--- src/rtl/lsu_mem_stage_pkg.sv ---
// ----------------------------------------------------------------------------
// lsu_mem_stage_pkg
// Shared definitions for the load/store unit: datapath and bus widths, the
// funct3-style LSU op codes and the 2-bit FSM state encoding.
// ----------------------------------------------------------------------------
package lsu_mem_stage_pkg;

  localparam int XLEN      = 64;
  localparam int BUS_BYTES = 8;
  localparam int OFF_W     = $clog2(BUS_BYTES);

  // Access size lives in op[1:0]; op[2] selects zero-extension for loads.
  localparam logic [2:0] LSU_B  = 3'b000;
  localparam logic [2:0] LSU_H  = 3'b001;
  localparam logic [2:0] LSU_W  = 3'b010;
  localparam logic [2:0] LSU_D  = 3'b011;
  localparam logic [2:0] LSU_BU = 3'b100;
  localparam logic [2:0] LSU_HU = 3'b101;
  localparam logic [2:0] LSU_WU = 3'b110;

  typedef enum logic [1:0] {
    ST_IDLE = 2'd0,
    ST_REQ  = 2'd1,
    ST_WAIT = 2'd2,
    ST_DONE = 2'd3
  } lsu_state_e;

endpackage

--- src/rtl/lsu_mem_stage_align.sv ---
// ----------------------------------------------------------------------------
// lsu_mem_stage_align
// Purely combinational byte-lane logic for the LSU.
//   op_i         : LSU op code (size in [1:0], unsigned-load flag in [2])
//   off_i        : byte offset of the access within the bus word
//   wdata_i      : right-aligned store data
//   rdata_i      : aligned bus read data
//   wmask_o      : byte-lane mask of the access
//   lane_wdata_o : store data shifted into its byte lanes
//   load_data_o  : extracted and sign/zero-extended load data
//   misalign_o   : access crosses its natural alignment
// ----------------------------------------------------------------------------
module lsu_mem_stage_align
  import lsu_mem_stage_pkg::*;
(
  input  logic [2:0]           op_i,
  input  logic [OFF_W-1:0]     off_i,
  input  logic [XLEN-1:0]      wdata_i,
  input  logic [XLEN-1:0]      rdata_i,
  output logic [BUS_BYTES-1:0] wmask_o,
  output logic [XLEN-1:0]      lane_wdata_o,
  output logic [XLEN-1:0]      load_data_o,
  output logic                 misalign_o
);

  logic [OFF_W+2:0]     shamt;
  logic [XLEN-1:0]      raw;
  logic [BUS_BYTES-1:0] base_mask;
  logic                 is_unsigned;
  logic                 sext;

  assign shamt        = {off_i, 3'b000};
  assign raw          = rdata_i >> shamt;
  assign lane_wdata_o = wdata_i << shamt;
  assign wmask_o      = base_mask << off_i;

  // Op 111 has size bits 11 and so falls through to the full-width case,
  // where extension is irrelevant.
  assign is_unsigned = (op_i == LSU_BU) || (op_i == LSU_HU) || (op_i == LSU_WU);

  // NOTE: every combinational output gets a default before the case so no
  // path through the block leaves a value held, which would infer a latch.
  always_comb begin
    base_mask   = '1;
    misalign_o  = 1'b0;
    sext        = 1'b0;
    load_data_o = raw;
    case (op_i[1:0])
      LSU_B[1:0]: begin
        base_mask   = 8'h01;
        sext        = raw[7] & ~is_unsigned;
        load_data_o = {{(XLEN-8){sext}}, raw[7:0]};
      end
      LSU_H[1:0]: begin
        base_mask   = 8'h03;
        misalign_o  = off_i[0];
        sext        = raw[15] & ~is_unsigned;
        load_data_o = {{(XLEN-16){sext}}, raw[15:0]};
      end
      LSU_W[1:0]: begin
        base_mask   = 8'h0F;
        misalign_o  = (off_i[1:0] != 2'b00);
        sext        = raw[31] & ~is_unsigned;
        load_data_o = {{(XLEN-32){sext}}, raw[31:0]};
      end
      LSU_D[1:0]: begin
        base_mask   = 8'hFF;
        misalign_o  = (off_i != '0);
        load_data_o = raw;
      end
      default: ;
    endcase
  end

endmodule

--- src/rtl/lsu_mem_stage.sv ---
// ----------------------------------------------------------------------------
// lsu_mem_stage
// Load/store unit downstream of the ALU. Accepts one memory op at a time,
// issues it on a valid/ready request bus, waits for the response and returns
// extended load data (or a store acknowledge) to writeback as a 1-cycle pulse.
//   clk, rst_n         : clock, asynchronous active-low reset
//   ex_*_i / ex_ready_o: op handshake from execute (ready only when idle)
//   mem_req_*_o        : registered bus request (addr aligned to the bus word)
//   mem_req_ready_i    : bus accepts the request
//   mem_resp_*_i       : read data / write ack, only observed while waiting
//   wb_*_o             : result pulse, data and misalignment flag
// ----------------------------------------------------------------------------
module lsu_mem_stage
  import lsu_mem_stage_pkg::*;
(
  input  logic                 clk,
  input  logic                 rst_n,
  input  logic                 ex_valid_i,
  output logic                 ex_ready_o,
  input  logic                 ex_is_store_i,
  input  logic [2:0]           ex_lsu_op_i,
  input  logic [XLEN-1:0]      ex_addr_i,
  input  logic [XLEN-1:0]      ex_wdata_i,
  output logic                 mem_req_valid_o,
  input  logic                 mem_req_ready_i,
  output logic [XLEN-1:0]      mem_req_addr_o,
  output logic                 mem_req_we_o,
  output logic [XLEN-1:0]      mem_req_wdata_o,
  output logic [BUS_BYTES-1:0] mem_req_wmask_o,
  input  logic                 mem_resp_valid_i,
  input  logic [XLEN-1:0]      mem_resp_rdata_i,
  output logic                 wb_valid_o,
  output logic [XLEN-1:0]      wb_data_o,
  output logic                 wb_misalign_o
);

  lsu_state_e           state_q, state_d;
  logic [2:0]           op_q, op_d;
  logic                 is_store_q, is_store_d;
  logic [OFF_W-1:0]     off_q, off_d;
  logic                 req_valid_q, req_valid_d;
  logic [XLEN-1:0]      req_addr_q, req_addr_d;
  logic                 req_we_q, req_we_d;
  logic [XLEN-1:0]      req_wdata_q, req_wdata_d;
  logic [BUS_BYTES-1:0] req_wmask_q, req_wmask_d;
  logic                 wb_valid_q, wb_valid_d;
  logic [XLEN-1:0]      wb_data_q, wb_data_d;
  logic                 wb_misalign_q, wb_misalign_d;

  logic [2:0]           align_op;
  logic [OFF_W-1:0]     align_off;
  logic [BUS_BYTES-1:0] align_wmask;
  logic [XLEN-1:0]      align_wdata;
  logic [XLEN-1:0]      align_load;
  logic                 align_misalign;

  // One alignment unit serves both phases: in IDLE it sees the incoming op
  // (lane/mask/misalign for the request); afterwards it sees the latched op
  // so the response can be extracted in WAIT.
  assign align_op  = (state_q == ST_IDLE) ? ex_lsu_op_i : op_q;
  assign align_off = (state_q == ST_IDLE) ? ex_addr_i[OFF_W-1:0] : off_q;

  lsu_mem_stage_align u_align (
    .op_i         (align_op),
    .off_i        (align_off),
    .wdata_i      (ex_wdata_i),
    .rdata_i      (mem_resp_rdata_i),
    .wmask_o      (align_wmask),
    .lane_wdata_o (align_wdata),
    .load_data_o  (align_load),
    .misalign_o   (align_misalign)
  );

  always_comb begin
    state_d       = state_q;
    op_d          = op_q;
    is_store_d    = is_store_q;
    off_d         = off_q;
    req_valid_d   = req_valid_q;
    req_addr_d    = req_addr_q;
    req_we_d      = req_we_q;
    req_wdata_d   = req_wdata_q;
    req_wmask_d   = req_wmask_q;
    wb_valid_d    = wb_valid_q;
    wb_data_d     = wb_data_q;
    wb_misalign_d = wb_misalign_q;

    case (state_q)
      ST_IDLE: begin
        if (ex_valid_i) begin
          op_d       = ex_lsu_op_i;
          is_store_d = ex_is_store_i;
          off_d      = ex_addr_i[OFF_W-1:0];
          if (align_misalign) begin
            // Never reaches the bus: report straight from DONE.
            wb_valid_d    = 1'b1;
            wb_misalign_d = 1'b1;
            wb_data_d     = '0;
            state_d       = ST_DONE;
          end else begin
            req_valid_d = 1'b1;
            req_addr_d  = {ex_addr_i[XLEN-1:OFF_W], {OFF_W{1'b0}}};
            req_we_d    = ex_is_store_i;
            req_wdata_d = align_wdata;
            req_wmask_d = align_wmask;
            state_d     = ST_REQ;
          end
        end
      end
      ST_REQ: begin
        if (mem_req_ready_i) begin
          req_valid_d = 1'b0;
          state_d     = ST_WAIT;
        end
      end
      ST_WAIT: begin
        if (mem_resp_valid_i) begin
          wb_valid_d = 1'b1;
          wb_data_d  = is_store_q ? '0 : align_load;
          state_d    = ST_DONE;
        end
      end
      ST_DONE: begin
        wb_valid_d    = 1'b0;
        wb_data_d     = '0;
        wb_misalign_d = 1'b0;
        state_d       = ST_IDLE;
      end
      default: state_d = ST_IDLE;
    endcase
  end

  // NOTE: state registers use non-blocking assignments so every flop samples
  // the pre-edge values of the others, independent of statement order.
  always_ff @(posedge clk or negedge rst_n) begin
    if (!rst_n) begin
      state_q       <= ST_IDLE;
      op_q          <= '0;
      is_store_q    <= 1'b0;
      off_q         <= '0;
      req_valid_q   <= 1'b0;
      req_addr_q    <= '0;
      req_we_q      <= 1'b0;
      req_wdata_q   <= '0;
      req_wmask_q   <= '0;
      wb_valid_q    <= 1'b0;
      wb_data_q     <= '0;
      wb_misalign_q <= 1'b0;
    end else begin
      state_q       <= state_d;
      op_q          <= op_d;
      is_store_q    <= is_store_d;
      off_q         <= off_d;
      req_valid_q   <= req_valid_d;
      req_addr_q    <= req_addr_d;
      req_we_q      <= req_we_d;
      req_wdata_q   <= req_wdata_d;
      req_wmask_q   <= req_wmask_d;
      wb_valid_q    <= wb_valid_d;
      wb_data_q     <= wb_data_d;
      wb_misalign_q <= wb_misalign_d;
    end
  end

  assign ex_ready_o      = (state_q == ST_IDLE);
  assign mem_req_valid_o = req_valid_q;
  assign mem_req_addr_o  = req_addr_q;
  assign mem_req_we_o    = req_we_q;
  assign mem_req_wdata_o = req_wdata_q;
  assign mem_req_wmask_o = req_wmask_q;
  assign wb_valid_o      = wb_valid_q;
  assign wb_data_o       = wb_data_q;
  assign wb_misalign_o   = wb_misalign_q;

endmodule

--- config.mk ---
export PLATFORM = sky130hd
export DESIGN_NAME = lsu_mem_stage
export DESIGN_NICKNAME = d
export VERILOG_FILES = /design/src/rtl/lsu_mem_stage_pkg.sv /design/src/rtl/lsu_mem_stage_align.sv /design/src/rtl/lsu_mem_stage.sv
export SDC_FILE = /design/constraint.sdc
export NUM_CORES = 1
export LEC_CHECK = 0
export ABC_CLOCK_PERIOD_IN_PS = 3400
export BUFFER_PORTS_ARGS = -buffer_cell sky130_fd_sc_hd__clkbuf_2
export CAP_MARGIN = 20
export CORE_ASPECT_RATIO = 0.7
export CORE_MARGIN = 1
export CORE_UTILIZATION = 51
export CTS_BUF_LIST = sky130_fd_sc_hd__clkbuf_16
export DETAILED_ROUTE_END_ITERATION = 8
export PLACE_DENSITY = 0.85
export SLEW_MARGIN = 20
export SYNTH_ARGS = -nofsm -noshare
export SYNTH_HDL_FRONTEND = slang
export SYNTH_SLANG_ARGS = --single-unit
--- constraint.sdc ---
create_clock -name clk -period 3.4 [get_ports clk]
set_input_delay 0.51 -clock clk [delete_from_list [all_inputs] [get_ports clk]]
set_output_delay 0.51 -clock clk [all_outputs]
set_load 0.05 [all_outputs]
==> run metrics <==
hpwl dp 31100 microns; Global Route Usage Sum 35.5%; final setup vio count 0; Die Wd 182 microns; cell seen most often among critical-path stages mux2i_1; flops & latches, synth 210; CP Cell Sequence inv_1, ha_1, buf_4, mux2i_4, mux2i_1, mux2i_1, o221ai_1, o22a_1, a32oi_1; family with the most delay on the worst path compound AO/OA/AOI/OAI gates; htree depth 1; Die Ht 128 microns; area delta synth->final 26.3%; I/O Buffers 402; crit-path max cell delay 510 ps; Tcrit/Tclk final 91.5%; Critical Path AT 3480 ps; vias post-DR 11.6k; Worst-Skew Late Latency 520 ps; slowest stage cell, crit path o22a_1; row count 45; Yosys warning count 0; asr flop ratio synth 100%; skew final 21.3 ps; Slew HR 35.9%; HP Class in -> reg; Post-Synthesis Cells 1233; post-DR wirelength/cell 22.4 microns; Final #Nets 1795; Pre-antenna DRT Iters 8; Post-CTS Resized 0; Synth Cell Area 11500 sq um; clk root buf clkbuf_16; synth unique cells 50; Slew Viols, Final 0; final-layout fill cell count 1782; outcome finished, final reports clean; multi-input logic area 5850 sq um; total wire length 42300 microns; Critical Path End Type flop; first-pass GRT wire length 62900 microns; Worst EP required 3770 ps; Initial DRC Count 1314; Crit Path Category reg -> reg; Longest Clk Path Bufs 3; sequential area share after synthesis 45.6%; Mean Syn Cell Area 9.35 sq um; DRT antenna net count 0; clock net sink count 210; Starting Density 52.6%; clock-pin slew on the worst setup and hold paths 60 ps; share of cells above drive strength 1 34.2%; crit path max fanout 13; largest net degree at the start of global routing 192; CP startpoint kind flop; GPL Wtd Cong 1.00; Min Clock Period, post-route 3110 ps; number of global-route vias before repair 10.8k; actual slew at the worst max-slew pin 961 ps; die area 23200 sq um; DRC 0; RSZ-0062 raised after global routing no; CTS Buf Count 22; EDFF count, synth 0; TritonCTS clock tree done; Reg area 5260 sq um; Vias/cell 6.16; top_reg_cell synth dfrtp_1; core area 21900 sq um; sum of negative setup slack 0 ps; I/O pins 406; total congestion overflow 0; Final Hold Fails 0; Max-Cap Viols 0; Buf/Inv on CP 2; initial antenna violation count 1; FMAX 322 MHz
## stage by stage
step	setup WS (ps)	hold slack [ps]	utilization, %	area (sq um)	cells
after global placement	534	462	63.3	13900	1847
after global routing	133	227	66.5	14600	1888
final	290	234	66.5	14600	1890
after CTS	371	218	66.5	14600	1888
after detailed placement	380	463	63.3	13900	1847
after floorplan	417	214	-	11500	1235
## synthesized netlist by cell type (2+ instances only)
library cell / n / area, sq um
and2_1: 3 / 18.8
buf_4: 8 / 60.1
mux2_2: 73 / 822
a22oi_1: 9 / 67.6
nor2b_1: 2 / 12.5
o21ai_0: 84 / 420
nand2_1: 263 / 987
nand3_1: 36 / 180
a32oi_1: 7 / 61.3
o31ai_1: 11 / 82.6
inv_1: 6 / 22.5
o22a_1: 9 / 78.8
a31oi_1: 23 / 144
o221ai_1: 2 / 17.5
nand4_1: 21 / 131
and3_1: 32 / 200
buf_2: 24 / 120
o32a_1: 2 / 20.0
dfrtp_1: 210 / 5260
nor3_1: 2 / 10.0
o21a_1: 8 / 60.1
a22o_1: 50 / 438
a21oi_1: 38 / 190
clkbuf_1: 66 / 248
buf_1: 9 / 33.8
o211ai_1: 17 / 128
a211oi_1: 16 / 120
ha_1: 4 / 50.1
o21ai_1: 5 / 25.0
nor2_1: 49 / 184
o22ai_1: 23 / 144
mux2i_1: 102 / 1020
or3_1: 2 / 12.5
## cells in the final DEF (no fill, tap or decap), types with 8 or more instances in the layout
cell type | synthesis | layout
a31oi_1 | 23 | 23
mux2i_1 | 102 | 100
o22ai_1 | 23 | 23
o21ai_0 | 84 | 84
a21oi_1 | 38 | 38
mux2_2 | 73 | 72
and3_1 | 32 | 32
buf_12 | 0 | 8
a211oi_1 | 16 | 16
nor2_1 | 49 | 49
clkbuf_16 | 0 | 23
o211ai_1 | 17 | 17
nand4_1 | 21 | 21
inv_1 | 6 | 9
buf_4 | 8 | 28
a22o_1 | 50 | 50
a22oi_1 | 9 | 9
nand3_1 | 36 | 35
o21a_1 | 8 | 8
dfrtp_1 | 210 | 210
o22a_1 | 9 | 9
clkbuf_2 | 0 | 401
nand2_1 | 263 | 263
o31ai_1 | 11 | 11
## flip-flops by register name, summed over array words and instances (netlist names)
name	flops
mem_req_valid_o	1
off_q	3
op_q	3
mem_req_we_o	1
wb_data_o	64
wb_misalign_o	1
mem_req_wdata_o	64
is_store_q	1
wb_valid_o	1
mem_req_addr_o	61
mem_req_wmask_o	8
state_q	2
## metal layers
layer	vias up	GRT usage [%]	routed length (microns)
li1	5169	-	-
met1	5540	48.8	17000
met2	823	51.5	18000
met3	102	12.9	5780
met4	2	12.0	1410
met5	-	3.16	97
## timing repair
| item | 4_1_cts | 5_1_grt |
|---|---|---|
| setup buffers | 0 | 0 |
| hold endpoints to repair | 56 | 0 |
| hold buffers | 1 | 0 |
## final timing paths
check | from | to | slack (ps) | cells past startpoint
worst max register to register | state_q[0] | wb_data_o[53] | 290 | 9
worst max-delay path | state_q[0] | wb_data_o[53] | 290 | 9
min in group asynchronous | rst_n | mem_req_addr_o[19] | 530 | 2
worst min-delay path | ex_addr_i[14] | mem_req_addr_o[14] | 230 | 2
max in group asynchronous | rst_n | mem_req_wdata_o[61] | 2040 | 3
worst min register to register | mem_req_wdata_o[29] | mem_req_wdata_o[29] | 480 | 2
## kinds of logic after synthesis
kind of cell,after synthesis,synth area share (%)
compound gates,314,18.1
mux,178,16.3
flops,210,45.6
simple gates,412,15.2
other cells,1,0.0325
buf+inv,114,4.30
fa+ha+maj,4,0.434
## cell type report
| class | count | area share [%] |
|---|---|---|
| antenna | 2 | 0.0344 |
| inverter | 6 | 0.155 |
| timing repair buffer | 439 | 16.5 |
| clock buffer | 23 | 3.95 |
| sequential | 210 | 36.1 |
| tap | 282 | 2.42 |
| multi-input combinational | 911 | 40.2 |
| clock inverter | 17 | 0.713 |
Power is not shown: default switching activity piles up to over one toggle a cycle in this logic, so the estimate is an artifact.
